**src/rtl/ysyx_22050612_ifu_prefetch.sv**
```systemverilog
// Pipelined instruction fetch with an in-order prefetch queue between PC redirect logic and decode.
// Optional performance counters are enabled by defining YSYX_22050612_IFU_PERF_EN.
module ysyx_22050612_ifu_prefetch #(
  parameter int unsigned     XLEN     = 64,
  parameter logic [XLEN-1:0] RESET_PC = XLEN'(64'h8000_0000),
  parameter int unsigned     MEM_W    = 64,
  parameter int unsigned     DEPTH    = 4
) (
  input  logic             clk_i,
  input  logic             rst_ni,
  input  logic             redirect_valid_i,
  input  logic [XLEN-1:0]  redirect_pc_i,
  output logic             mem_req_valid_o,
  input  logic             mem_req_ready_i,
  output logic [XLEN-1:0]  mem_req_addr_o,
  input  logic             mem_resp_valid_i,
  input  logic [MEM_W-1:0] mem_resp_data_i,
  output logic             inst_valid_o,
  input  logic             inst_ready_i,
  output logic [31:0]      inst_o,
  output logic [XLEN-1:0]  inst_pc_o
`ifdef YSYX_22050612_IFU_PERF_EN
  ,
  output logic [63:0]      perf_fetch_cnt_o,
  output logic [63:0]      perf_stall_cnt_o
`endif
);

  localparam int unsigned PTR_W  = $clog2(DEPTH);
  localparam int unsigned CNT_W  = PTR_W + 1;
  localparam int unsigned DROP_W = 16;
  localparam int unsigned OFF_W  = $clog2(MEM_W / 8);

  logic [XLEN-1:0]   pc_q   [DEPTH];
  logic [31:0]       inst_q [DEPTH];
  logic [DEPTH-1:0]  filled_q;
  logic [XLEN-1:0]   fetch_pc_q, fetch_pc_d;
  logic [CNT_W-1:0]  alloc_q, alloc_d, fill_q, fill_d, read_q, read_d;
  logic [DROP_W-1:0] drop_q, drop_d;

  logic [CNT_W-1:0]  count, unfilled;
  logic [PTR_W-1:0]  alloc_idx, fill_idx, read_idx;
  logic              req_hs, inst_hs, resp_fill;
  logic [31:0]       resp_inst;

  // Pointers carry one extra wrap bit so full and empty are distinguishable.
  assign alloc_idx = alloc_q[PTR_W-1:0];
  assign fill_idx  = fill_q[PTR_W-1:0];
  assign read_idx  = read_q[PTR_W-1:0];
  assign count     = alloc_q - read_q;
  assign unfilled  = alloc_q - fill_q;

  assign mem_req_valid_o = rst_ni & ~redirect_valid_i & (count < CNT_W'(DEPTH));
  assign mem_req_addr_o  = {fetch_pc_q[XLEN-1:OFF_W], OFF_W'(0)};
  assign inst_valid_o    = filled_q[read_idx] & (count != '0) & ~redirect_valid_i;
  assign inst_o          = inst_q[read_idx];
  assign inst_pc_o       = pc_q[read_idx];

  assign req_hs    = mem_req_valid_o & mem_req_ready_i;
  assign inst_hs   = inst_valid_o & inst_ready_i;
  assign resp_fill = mem_resp_valid_i & ~redirect_valid_i & (drop_q == '0);

  // Wide memory returns an aligned pair; pc[2] picks the upper word.
  generate
    if (MEM_W == 64) begin : g_wide
      assign resp_inst = pc_q[fill_idx][2] ? mem_resp_data_i[MEM_W-1 -: 32] : mem_resp_data_i[31:0];
    end else begin : g_narrow
      assign resp_inst = mem_resp_data_i[31:0];
    end
  endgenerate

  always_comb begin
    fetch_pc_d = fetch_pc_q;
    alloc_d    = alloc_q;
    fill_d     = fill_q;
    read_d     = read_q;
    drop_d     = drop_q;
    if (redirect_valid_i) begin
      // Every request still in flight must be discarded when it returns.
      fetch_pc_d = redirect_pc_i & ~XLEN'(3);
      alloc_d    = '0;
      fill_d     = '0;
      read_d     = '0;
      drop_d     = drop_q + DROP_W'(unfilled) - DROP_W'(mem_resp_valid_i);
    end else begin
      if (req_hs) begin
        fetch_pc_d = fetch_pc_q + XLEN'(4);
        alloc_d    = alloc_q + CNT_W'(1);
      end
      if (resp_fill) begin
        fill_d = fill_q + CNT_W'(1);
      end else if (mem_resp_valid_i) begin
        drop_d = drop_q - DROP_W'(1);
      end
      if (inst_hs) begin
        read_d = read_q + CNT_W'(1);
      end
    end
  end

  always_ff @(posedge clk_i or negedge rst_ni) begin
    if (!rst_ni) begin
      fetch_pc_q <= RESET_PC;
      alloc_q    <= '0;
      fill_q     <= '0;
      read_q     <= '0;
      drop_q     <= '0;
    end else begin
      fetch_pc_q <= fetch_pc_d;
      alloc_q    <= alloc_d;
      fill_q     <= fill_d;
      read_q     <= read_d;
      drop_q     <= drop_d;
    end
  end

  // Queue storage; alloc and fill never target the same slot in one cycle.
  always_ff @(posedge clk_i or negedge rst_ni) begin
    if (!rst_ni) begin
      filled_q <= '0;
      for (int i = 0; i < int'(DEPTH); i++) begin
        pc_q[i]   <= '0;
        inst_q[i] <= '0;
      end
    end else if (!redirect_valid_i) begin
      if (req_hs) begin
        pc_q[alloc_idx]     <= fetch_pc_q;
        filled_q[alloc_idx] <= 1'b0;
      end
      if (resp_fill) begin
        inst_q[fill_idx]   <= resp_inst;
        filled_q[fill_idx] <= 1'b1;
      end
    end
  end

`ifdef YSYX_22050612_IFU_PERF_EN
  // Counters survive redirects; only reset clears them.
  always_ff @(posedge clk_i or negedge rst_ni) begin
    if (!rst_ni) begin
      perf_fetch_cnt_o <= '0;
      perf_stall_cnt_o <= '0;
    end else begin
      if (inst_hs) begin
        perf_fetch_cnt_o <= perf_fetch_cnt_o + 64'd1;
      end
      if (inst_ready_i && !inst_valid_o && !redirect_valid_i) begin
        perf_stall_cnt_o <= perf_stall_cnt_o + 64'd1;
      end
    end
  end
`endif

endmodule
```
**config.mk**
```make
export PLATFORM = sky130hd
export DESIGN_NAME = ysyx_22050612_ifu_prefetch
export DESIGN_NICKNAME = d
export VERILOG_FILES = /design/src/rtl/ysyx_22050612_ifu_prefetch.sv
export SDC_FILE = /design/constraint.sdc
export NUM_CORES = 1
export LEC_CHECK = 0
export CAP_MARGIN = 20
export CORE_ASPECT_RATIO = 0.8
export CORE_MARGIN = 1.5
export CORE_UTILIZATION = 30
export DETAILED_ROUTE_END_ITERATION = 10
export GPL_TIMING_DRIVEN = 1
export SLEW_MARGIN = 20
export SYNTH_ARGS = -nofsm -noshare
export SYNTH_HDL_FRONTEND = slang
export SYNTH_SLANG_ARGS = --single-unit
```
**constraint.sdc**
```tcl
create_clock -name clk_i -period 3 [get_ports clk_i]
set_input_delay 0.6 -clock clk_i [delete_from_list [all_inputs] [get_ports clk_i]]
set_output_delay 0.6 -clock clk_i [all_outputs]
set_load 0.1 [all_outputs]
```
== Word-level counts from Yosys, hierarchy flattened ==
Index checks and enable logic that the tools add are counted.

* Flip-flop bits (word level): 477
* Input port bits: 134
* Output and inout bits: 162
* Word-level logic and storage cells: 99

* Add/subtract/negate cells: 9
* Order comparisons: 11
* Equality and inequality tests: 1
* Multiplexer cells: 36
* Bitwise logic cells: 15
* Reduce and logical (&&, ||, !) cells: 13

{| class="wikitable"
|+ Operators with widths
! cell !! number
|-
| $mux 64 || 5
|-
| $bmux 64 s2 || 2
|-
| $bwmux 256 || 1
|-
| $bwmux 128 || 1
|-
| $demux 64 s2 || 1
|-
| $mux 32 || 4
|-
| $add 64x3->64 const B || 1
|-
| $bmux 32 s2 || 1
|-
| $demux 32 s2 || 1
|-
| $mux 16 || 3
|-
| $mux 3 || 8
|-
| $add 16x3->16 || 1
|-
| $logic_not 16->1 || 1
|-
| $sub 16x1->16 || 1
|-
| $sub 16x1->16 const B || 1
|-
| $mux 4 || 3
|-
| $add 3x1->3 const B || 3
|-
| $ge 3x3->1 const B || 3
|-
| $lt 2x3->1 const B || 3
|-
| $not 2->3 || 3
|-
| $and 1x1->1 || 8
|-
| $reduce_bool 2->1 || 4
|-
| $lt 3x1->1 const B || 2
|-
| $reduce_and 2->1 || 3
|-
| other kinds (13) || 21
|}

== Longest topological paths before layout ==
Gate-level depths: netlist (run 1).

* Depth after elaboration: 10
* Mapped depth: 14
* Depth with buffers taken out: 14

== Worst setup path before layout (run 1) ==
No wires, ideal clock.

* Path kind: reg2reg
* Start point: register alloc_q[0]
* End point: register read_q[0]
* Setup time: 135 ps
* Arrival time: 3479 ps
* Data required time: 2865 ps
* Path slack: -614 ps
* Stages on the path, launching flop included: 9
* Buffers on the path: 0
* Period minus slack after synthesis: 3614 ps
* Cells stage by stage: dfrtp_1 inv_1 ha_1 fa_1 xnor3_2 a31oi_1 nand2_1 nand3_1 o21ai_0

* Cells in the longest elaborated chain, start to end: 6

{| class="wikitable"
|+ Ends and longest elaborated chain
! what !! line !! source
|-
| from (decl) || 38 || <nowiki>logic [CNT_W-1:0] alloc_q, alloc_d, fill_q, fill_d, read_q, read_d;</nowiki>
|-
| from (signal assigned) || 110 || <nowiki>alloc_q <= alloc_d;</nowiki>
|-
| $sub 3x3->3 || 50 || <nowiki>assign count = alloc_q - read_q;</nowiki>
|-
| $reduce_bool 3->1 || 55 || <nowiki>assign inst_valid_o = filled_q[read_idx] & (count != '0) & ~redirect_valid_i;</nowiki>
|-
| $and 1x1->1 (2 in a row) || 55 ||
|-
| named net inst_valid_o || 18 || <nowiki>output logic inst_valid_o,</nowiki>
|-
| $and 1x1->1 || 60 || <nowiki>assign inst_hs = inst_valid_o & inst_ready_i;</nowiki>
|-
| $reduce_bool 2->1 (no line) || -- ||
|-
| to (signal assigned) || 112 || <nowiki>read_q <= read_d;</nowiki>
|-
| to (decl) || 38 ||
|}

The timed path passes the listed nets, and every way through them passes these cells.
A chain may end at the register's enable or synchronous reset.

== Final worst setup path (run 1) ==
* Start point: register alloc_q[0]
* End point: register drop_q[12]

* Cells in the longest elaborated chain, start to end: 4

{| class="wikitable"
|+ Ends and longest elaborated chain
! what !! line !! source
|-
| $sub 3x3->3 || 51 || <nowiki>assign unfilled = alloc_q - fill_q;</nowiki>
|-
| $add 16x3->16 || 84 || <nowiki>drop_d = drop_q + DROP_W'(unfilled) - DROP_W'(mem_resp_valid_i);</nowiki>
|-
| $sub 16x1->16 || 84 ||
|-
| $mux 16 || 78 || <nowiki>if (redirect_valid_i) begin</nowiki>
|-
| to (signal assigned) || 113 || <nowiki>drop_q <= drop_d;</nowiki>
|-
| to (decl) || 39 || <nowiki>logic [DROP_W-1:0] drop_q, drop_d;</nowiki>
|}

No other way between the ends.

==> impl_metrics.json, run 1 <==
{
  "ys.warnings.count": 0,
  "ios": 296,
  "fp.dieArea_um2": 78960,
  "clockRootBuffer": "clkbuf_16",
  "synthCells": 1980,
  "postRouteAntennaNets": 0,
  "ys_types": 74,
  "drt-vias-per-instance": 5.134,
  "grt_pass1_vias": 17340,
  "insertion_delay_ps": 610,
  "drc": 0,
  "cts_max_level": 2,
  "port_buffers": 288,
  "hold_class": "in -> async",
  "routed_wl_um": 71920,
  "grt_max_degree": 146,
  "hold_ws_ps": 401.1,
  "slew_violations": 0,
  "placementRows": 90,
  "fin_worst_skew_ps": 26.35,
  "worstMarginPinSlew_ps": 907.6,
  "die_width_um": 313.8,
  "critPathLaunchType": "flip-flop",
  "crit_type": "reg -> reg",
  "powerDensity_nw_per_um2": 750.5,
  "ys_seq_elements": 467,
  "drtIter0Drc": 1267,
  "timing_hold_violations_final": 0,
  "setup_ws_ps": -178.9,
  "fillers": 7167,
  "initial_core_util_pct": 30.55,
  "vias": 16760,
  "die_y_um": 251.6,
  "clock-sinks": 467,
  "path_clk_slew_ps": 60,
  "antenna_found_initial": 4,
  "grt_usage_pct": 17.80,
  "coreArea_um2": 75900,
  "finalNetCount": 2393,
  "rsz0062_at_grt": "yes",
  "max-slew-margin-rel_pct": 39.49,
  "violations": "negative setup slack",
  "cts_buffers": 52,
  "wl_per_cell_um": 22.04,
  "syn_to_final_growth_pct": 30.03,
  "irDropWorstVdd_v": 0.0003727,
  "clock.fmax_mhz": 314.6,
  "cts_tree": "yes",
  "grt_pass1_wl_um": 107200,
  "worst_setup_path_end_kind": "flip-flop",
  "post-dp-hpwl_um": 48050,
  "finalCritPeriodShare_pct": 106.0,
  "setup_viol": 7,
  "synthFlopType": "dfrtp_1",
  "drive_gt1_share_pct": 31.91,
  "place.gp.congestion": 0.8444,
  "ys_async_sr_fraction_pct": 100.0,
  "setup_tns_ps": -748.1,
  "syn_area_um2": 23180,
  "fin_crit_ps": 3179,
  "p_leak_uw": 0.01317,
  "first_pass_iters": 6,
  "crit_fanout": 3,
  "yosysSeqAreaShare_pct": 50.41,
  "maxCapViolCount": 0,
  "synth_edf_count": 0,
  "cp.required_ps": 3460,
  "cts_buffer_depth": 3,
  "syn_avg_cell_area_um2": 11.71,
  "grt-ovfl-total": 0,
  "outcome": "finished, violations left",
  "cp.arrival_ps": 3640
}
==> placed cells by master (no fill, tap or decap), types with 8 or more instances in the layout <==
master           instances
and3_1                  17
nor3_1                  17
mux2i_1                 37
buf_4                  127
xnor2_1                 20
o211ai_1                20
buf_12                 109
o311ai_0                11
and4_1                   8
xor2_1                   8
clkbuf_16               56
mux2_2                 217
a21oi_1                 18
inv_1                   41
dfrtp_1                464
mux4_2                  96
nand3_1                 48
o21ai_0                209
o311ai_1                 9
ha_1                    37
nand2_1                272
clkinv_2                 9
nor2_1                  45
clkbuf_8                12
clkbuf_1                 9
nand4_1                 12
clkdlybuf4s50_1        129
a31oi_1                 19
==> layout make-up <==
class | count | area (um2) | area share [%]
Antenna cell | 2 | 5.005 | 0.01660
Clock buffer | 74 | 1525 | 5.060
Clock inverter | 17 | 195.2 | 0.6475
Inverter | 47 | 176.4 | 0.5852
Multi-Input combinational cell | 1263 | 10520 | 34.89
Sequential cell | 467 | 11700 | 38.80
Tap cell | 1012 | 1266 | 4.200
Timing Repair Buffer | 382 | 4765 | 15.81
==> Yosys cell counts, types with 3 or more instances <==
cell type / number / area, um2
nand2_1: 280 / 1051
nand3_1: 48 / 240.2
ha_1: 43 / 538.0
o311ai_0: 11 / 96.34
xnor2_1: 21 / 183.9
nand3_2: 3 / 30.03
inv_1: 46 / 172.7
clkbuf_1: 79 / 296.5
a211oi_1: 7 / 52.55
a22oi_1: 3 / 22.52
o21ai_1: 5 / 25.02
o31ai_1: 5 / 37.54
fa_1: 3 / 60.06
buf_4: 75 / 563.0
a221o_1: 6 / 60.06
dfrtp_1: 466 / 11660
nand2b_1: 5 / 31.28
a31o_2: 3 / 26.28
and4_1: 9 / 78.83
buf_1: 8 / 30.03
xor2_1: 8 / 70.07
mux2i_1: 37 / 370.4
o311ai_1: 9 / 78.83
nor2b_1: 6 / 37.54
nor2_1: 47 / 176.4
o211ai_1: 20 / 150.1
nor4_1: 7 / 43.79
mux2_2: 217 / 2444
o21ai_0: 211 / 1056
a31oi_1: 20 / 125.1
a21o_1: 5 / 37.54
nor3b_1: 6 / 45.04
a21oi_1: 22 / 110.1
nand4_1: 12 / 75.07
and3_1: 18 / 112.6
buf_2: 44 / 220.2
or4_1: 5 / 37.54
mux4_2: 96 / 2162
nor3_1: 17 / 85.08
==> state kept, by name (all words and copies together), names as in the netlist <==
name / cells
pc_q: 248
inst_q: 128
fetch_pc_q: 62
drop_q: 16
filled_q: 4
alloc_q: 3
fill_q: 3
read_q: 3
==> metrics by stage <==
stage	cell area [um2]	utilization [%]	total power, uW	setup WS [ps]	cells
after floorplan	23240	-	13140	-37.84	1984
after global placement	27940	36.81	15590	-338.2	3158
after detailed placement	27950	36.82	15780	-370.8	3158
after CTS	29930	39.44	22630	-156.1	3256
after global routing	30140	39.71	23640	-242.8	3263
final	30150	39.72	22630	-178.9	3264
==> routing by layer <==
metal	GRT usage [%]	up-vias	routed length [um]
li1	-	7509	-
met5	0	-	0
met1	24.87	8683	32910
met4	4.417	0	1318
met2	27.95	483	33140
met3	3.945	83	4555
==> final timing paths <==
kind                                          from  cells past startpoint                         end  slack, ps
min                                         rst_ni                      2  fetch_pc_q[22]$_DFFE_PN0N_        400
max reg2reg                 alloc_q[0]$_DFFE_PN0N_                     13      drop_q[12]$_DFFE_PN0P_       -180
max in group asynchronous                   rst_ni                      4      inst_q[28]$_DFFE_PN0P_        920
max                         alloc_q[0]$_DFFE_PN0N_                     13      drop_q[12]$_DFFE_PN0P_       -180
min reg2reg                filled_q[0]$_DFFE_PN0N_                      2     filled_q[0]$_DFFE_PN0N_        480
min in group clk_i         filled_q[0]$_DFFE_PN0N_                      2     filled_q[0]$_DFFE_PN0N_        480
==> critical path, stage by stage, from the launching register on <==
cell	delay, ps
dfrtp_1	390
inv_2	100
ha_4	130
inv_2	30
fa_2	540
inv_2	50
ha_4	240
fa_2	340
nand2b_4	160
a211oi_2	230
o211ai_1	240
a211oi_2	330
o311a_1	220
a211oi_2	40
==> power breakdown <==
group / leakage [uW] / internal [uW] / switching, uW
logic: 0.00616 / 3300 / 5120
registers: 0.00617 / 7140 / 565
clock network: 0.000842 / 3850 / 2640
total: 0.0132 / 14300 / 8330
==> cells by family after synthesis <==
family	after synthesis	synth area share, %
buf+inv	255	5.591
other cells	1	0.01618
compound gates	345	8.873
xor+xnor	30	1.198
mux	350	21.46
fa+ha+maj	46	2.580
flops	467	50.41
simple gates	486	9.866
==> repair_timing <==
| action | CTS | global route |
|---|---|---|
| hold endpoints to repair | 1 | 0 |
| endpoints found under the setup margin | 20 | 95 |
| buffers inserted | 6 | 2 |
| pin swaps | 23 | 9 |
| gates resized for setup | 31 | 26 |
| hold buffers | 1 | 0 |
| gates cloned | 2 | 4 |
No activity file was read; power rests on OpenSTA's default activity.
==> inputs of run 2 (changes only) <==
--- a/config.mk
+++ b/config.mk
@@ -11,6 +11,7 @@
 export CORE_UTILIZATION = 30
 export DETAILED_ROUTE_END_ITERATION = 10
 export GPL_TIMING_DRIVEN = 1
+export REMOVE_ABC_BUFFERS = 1
 export SLEW_MARGIN = 20
 export SYNTH_ARGS = -nofsm -noshare
 export SYNTH_HDL_FRONTEND = slang
==> run 2 against run 1 <==
Against the previous run: the run still ends with negative setup slack left; cell count rose by 0.43%; clock power rose by 3.7%; clock skew rose by 15 ps; critical endpoint is now drop_q[14]$_DFFE_PN0P_; largest cell class unchanged; largest power group unchanged.
==> impl_metrics.json, run 2 (synthesized netlist as in run 1, its figures left out) <==
{
  "outcome": "finished, violations left",
  "violations": "negative setup slack",
  "path_cells": "inv_2, ha_4, inv_2, fa_2, inv_2, ha_4, fa_2, nand2b_4, a211oi_4, o211ai_1, buf_4, a21oi_4, or4_1, a31oi_1",
  "p_leak_uw": 0.01326,
  "finalCritPeriodShare_pct": 104.8,
  "cp_common_cell": "inv_2",
  "regMostFlops": "pc_q",
  "max-slew-margin-rel_pct": 33.75,
  "initial_core_util_pct": 30.55,
  "finalNetCount": 2399,
  "routed_wl_um": 70430,
  "slowest_delay_ps": 530,
  "grt-ovfl-total": 0,
  "postRouteAntennaNets": 0,
  "coreArea_um2": 75900,
  "final_cell_mix": "464 x dfrtp_1, 275 x nand2_1, 217 x mux2_2, 210 x o21ai_0, 133 x buf_4",
  "busiest_layer": "met2",
  "critical_path_depth": 14,
  "r2r-start": "alloc_q[0]$_DFFE_PN0N_",
  "first_pass_iters": 5,
  "drt-vias-per-instance": 5.107,
  "post-dp-hpwl_um": 45480,
  "port_buffers": 288,
  "dpl_cell_area_um2": 27850,
  "min_path_cells": 2,
  "syn_to_final_growth_pct": 30.44,
  "critPathLaunchType": "flip-flop",
  "swShare_pct": 36.80,
  "reg2reg_slack_ps": -140,
  "path_clk_slew_ps": 60,
  "largest_reg_flops": 248,
  "pre_cts_slack_ps": -447.0,
  "final_common_cell": "dfrtp_1",
  "grt_use_met1_pct": 24.35,
  "setup_ws_ps": -144.0,
  "cp.arrival_ps": 3660,
  "grt_pass1_vias": 17250,
  "intPower_uw": 14400,
  "p_seq_share_pct": 33.9,
  "clock.fmax_mhz": 318.1,
  "fp.dieArea_um2": 78960,
  "placementRows": 90,
  "hold_class": "in -> reg",
  "grt_max_degree": 178,
  "grt_usage_pct": 17.56,
  "clock-sinks": 467,
  "fin_area_um2": 30240,
  "die_width_um": 313.8,
  "cp_slowest_cell": "fa_2",
  "grt_pass1_wl_um": 106700,
  "cts_tree": "yes",
  "drive_gt1_share_pct": 31.82,
  "fillers": 7145,
  "clockPowerShare_pct": 29.5,
  "place.gp.congestion": 0.8774,
  "worst_setup_path_end_kind": "flip-flop",
  "slew_violations": 0,
  "timing_hold_violations_final": 0,
  "clockRootBuffer": "clkbuf_16",
  "drc": 0,
  "crit_type": "reg -> reg",
  "fin_worst_skew_ps": 41.10,
  "power_frac_comb_pct": 36.5,
  "maxCapViolCount": 0,
  "die_y_um": 251.6,
  "largestRegisters": "pc_q: 248 flops, inst_q: 128 flops, fetch_pc_q: 62 flops",
  "vias": 16740,
  "cts_buffers": 54,
  "gr-usage-met2_pct": 28.63,
  "p_sw_uw": 8385,
  "use_met3_pct": 2.589,
  "min_to": "read_q[2]$_DFFE_PN0P_",
  "insertion_delay_ps": 620,
  "cts_max_level": 2,
  "worstRegToRegCells": 14,
  "worstMarginPinSlew_ps": 993.7,
  "wl_per_cell_um": 21.49,
  "irDropWorstVdd_v": 0.0004288,
  "cp.required_ps": 3520,
  "crit_buf_inv": 4,
  "drtIter0Drc": 1178,
  "crit_fanout": 2,
  "worstHoldStart": "redirect_valid_i",
  "ios": 296,
  "powerDensity_nw_per_um2": 753.4,
  "cts_buffer_depth": 3,
  "setup_viol": 6,
  "fin_crit_ps": 3144,
  "antenna_found_initial": 2,
  "r2r-end": "drop_q[14]$_DFFE_PN0P_",
  "rsz0062_at_grt": "yes",
  "cp_top_family": "adder cells"
}
==> run 2: cell count changes in the layout (fill, tap and decap cells not counted), sizes merged <==
cell / before / now
clkinvlp: 4 / 3
clkinv: 10 / 16
clkbuf: 77 / 76
inv: 46 / 49
bufbuf: 1 / 3
buf: 248 / 253
nor2: 49 / 48
diode: 2 / 3
==> run 2: stage by stage <==
step           hold slack [ps]  TNS (ps)  cells  utilization (%)  power [uW]
3_3_place_gp             434.5     -1867   3150            36.69       15500
5_1_grt                  370.4     -2007   3277            39.84       23860
4_1_cts                  342.7     -2606   3262            39.55       22810
2_1_floorplan            304.4  -1495070   1776                -       12880
6_report                 381.1    -578.7   3278            39.84       22780
3_5_place_dp             433.8     -2190   3150            36.69       15700
==> run 2: layout make-up <==
| class | instances | area (um2) | share of cell area [%] |
|---|---|---|---|
| Tap cell | 1012 | 1266 | 4.187 |
| Antenna cell | 3 | 7.507 | 0.02483 |
| Sequential cell | 467 | 11700 | 38.67 |
| Multi-Input combinational cell | 1262 | 10450 | 34.55 |
| Clock buffer | 75 | 1540 | 5.093 |
| Clock inverter | 25 | 291.5 | 0.9640 |
| Inverter | 47 | 176.4 | 0.5834 |
| Timing Repair Buffer | 387 | 4816 | 15.93 |
==> run 2: routing by layer <==
metal / part of all wire [%] / wire (um)
met2: 48 / 33650
met3: 5.0 / 3515
met5: 0 / 0
met4: 2.5 / 1792
met1: 45 / 31480
==> run 2: what timing repair did <==
action	4_1_cts	5_1_grt
endpoints found under the hold margin	7	0
buffers inserted	8	13
gates cloned	4	2
setup endpoints to repair	105	62
resized for setup	32	14
hold buffers	1	0
pin swaps	19	24
==> run 2: worst max path at each step <==
| stage | startpoint | endpoint | slack, ps |
|---|---|---|---|
| 2_1_floorplan | read_q[0]$_DFFE_PN0P_ | pc_q[10]$_DFFE_PN0P_ | -4260 |
| 3_3_place_gp | mem_resp_valid_i | drop_q[12]$_DFFE_PN0P_ | -400 |
| 3_5_place_dp | mem_resp_valid_i | drop_q[12]$_DFFE_PN0P_ | -450 |
| 4_1_cts | alloc_q[0]$_DFFE_PN0N_ | drop_q[14]$_DFFE_PN0P_ | -150 |
| 5_1_grt | alloc_q[0]$_DFFE_PN0N_ | drop_q[14]$_DFFE_PN0P_ | -290 |
| 6_report | alloc_q[0]$_DFFE_PN0N_ | drop_q[14]$_DFFE_PN0P_ | -140 |
==> run 2: power by group through the flow <==
stage	Clock [uW]	Combinational, uW	Sequential (uW)
after floorplan	0	4630	8260
after global placement	0	7740	7760
after detailed placement	0	7860	7840
after CTS	6940	8140	7730
after global routing	7200	8810	7840
final	6730	8320	7730
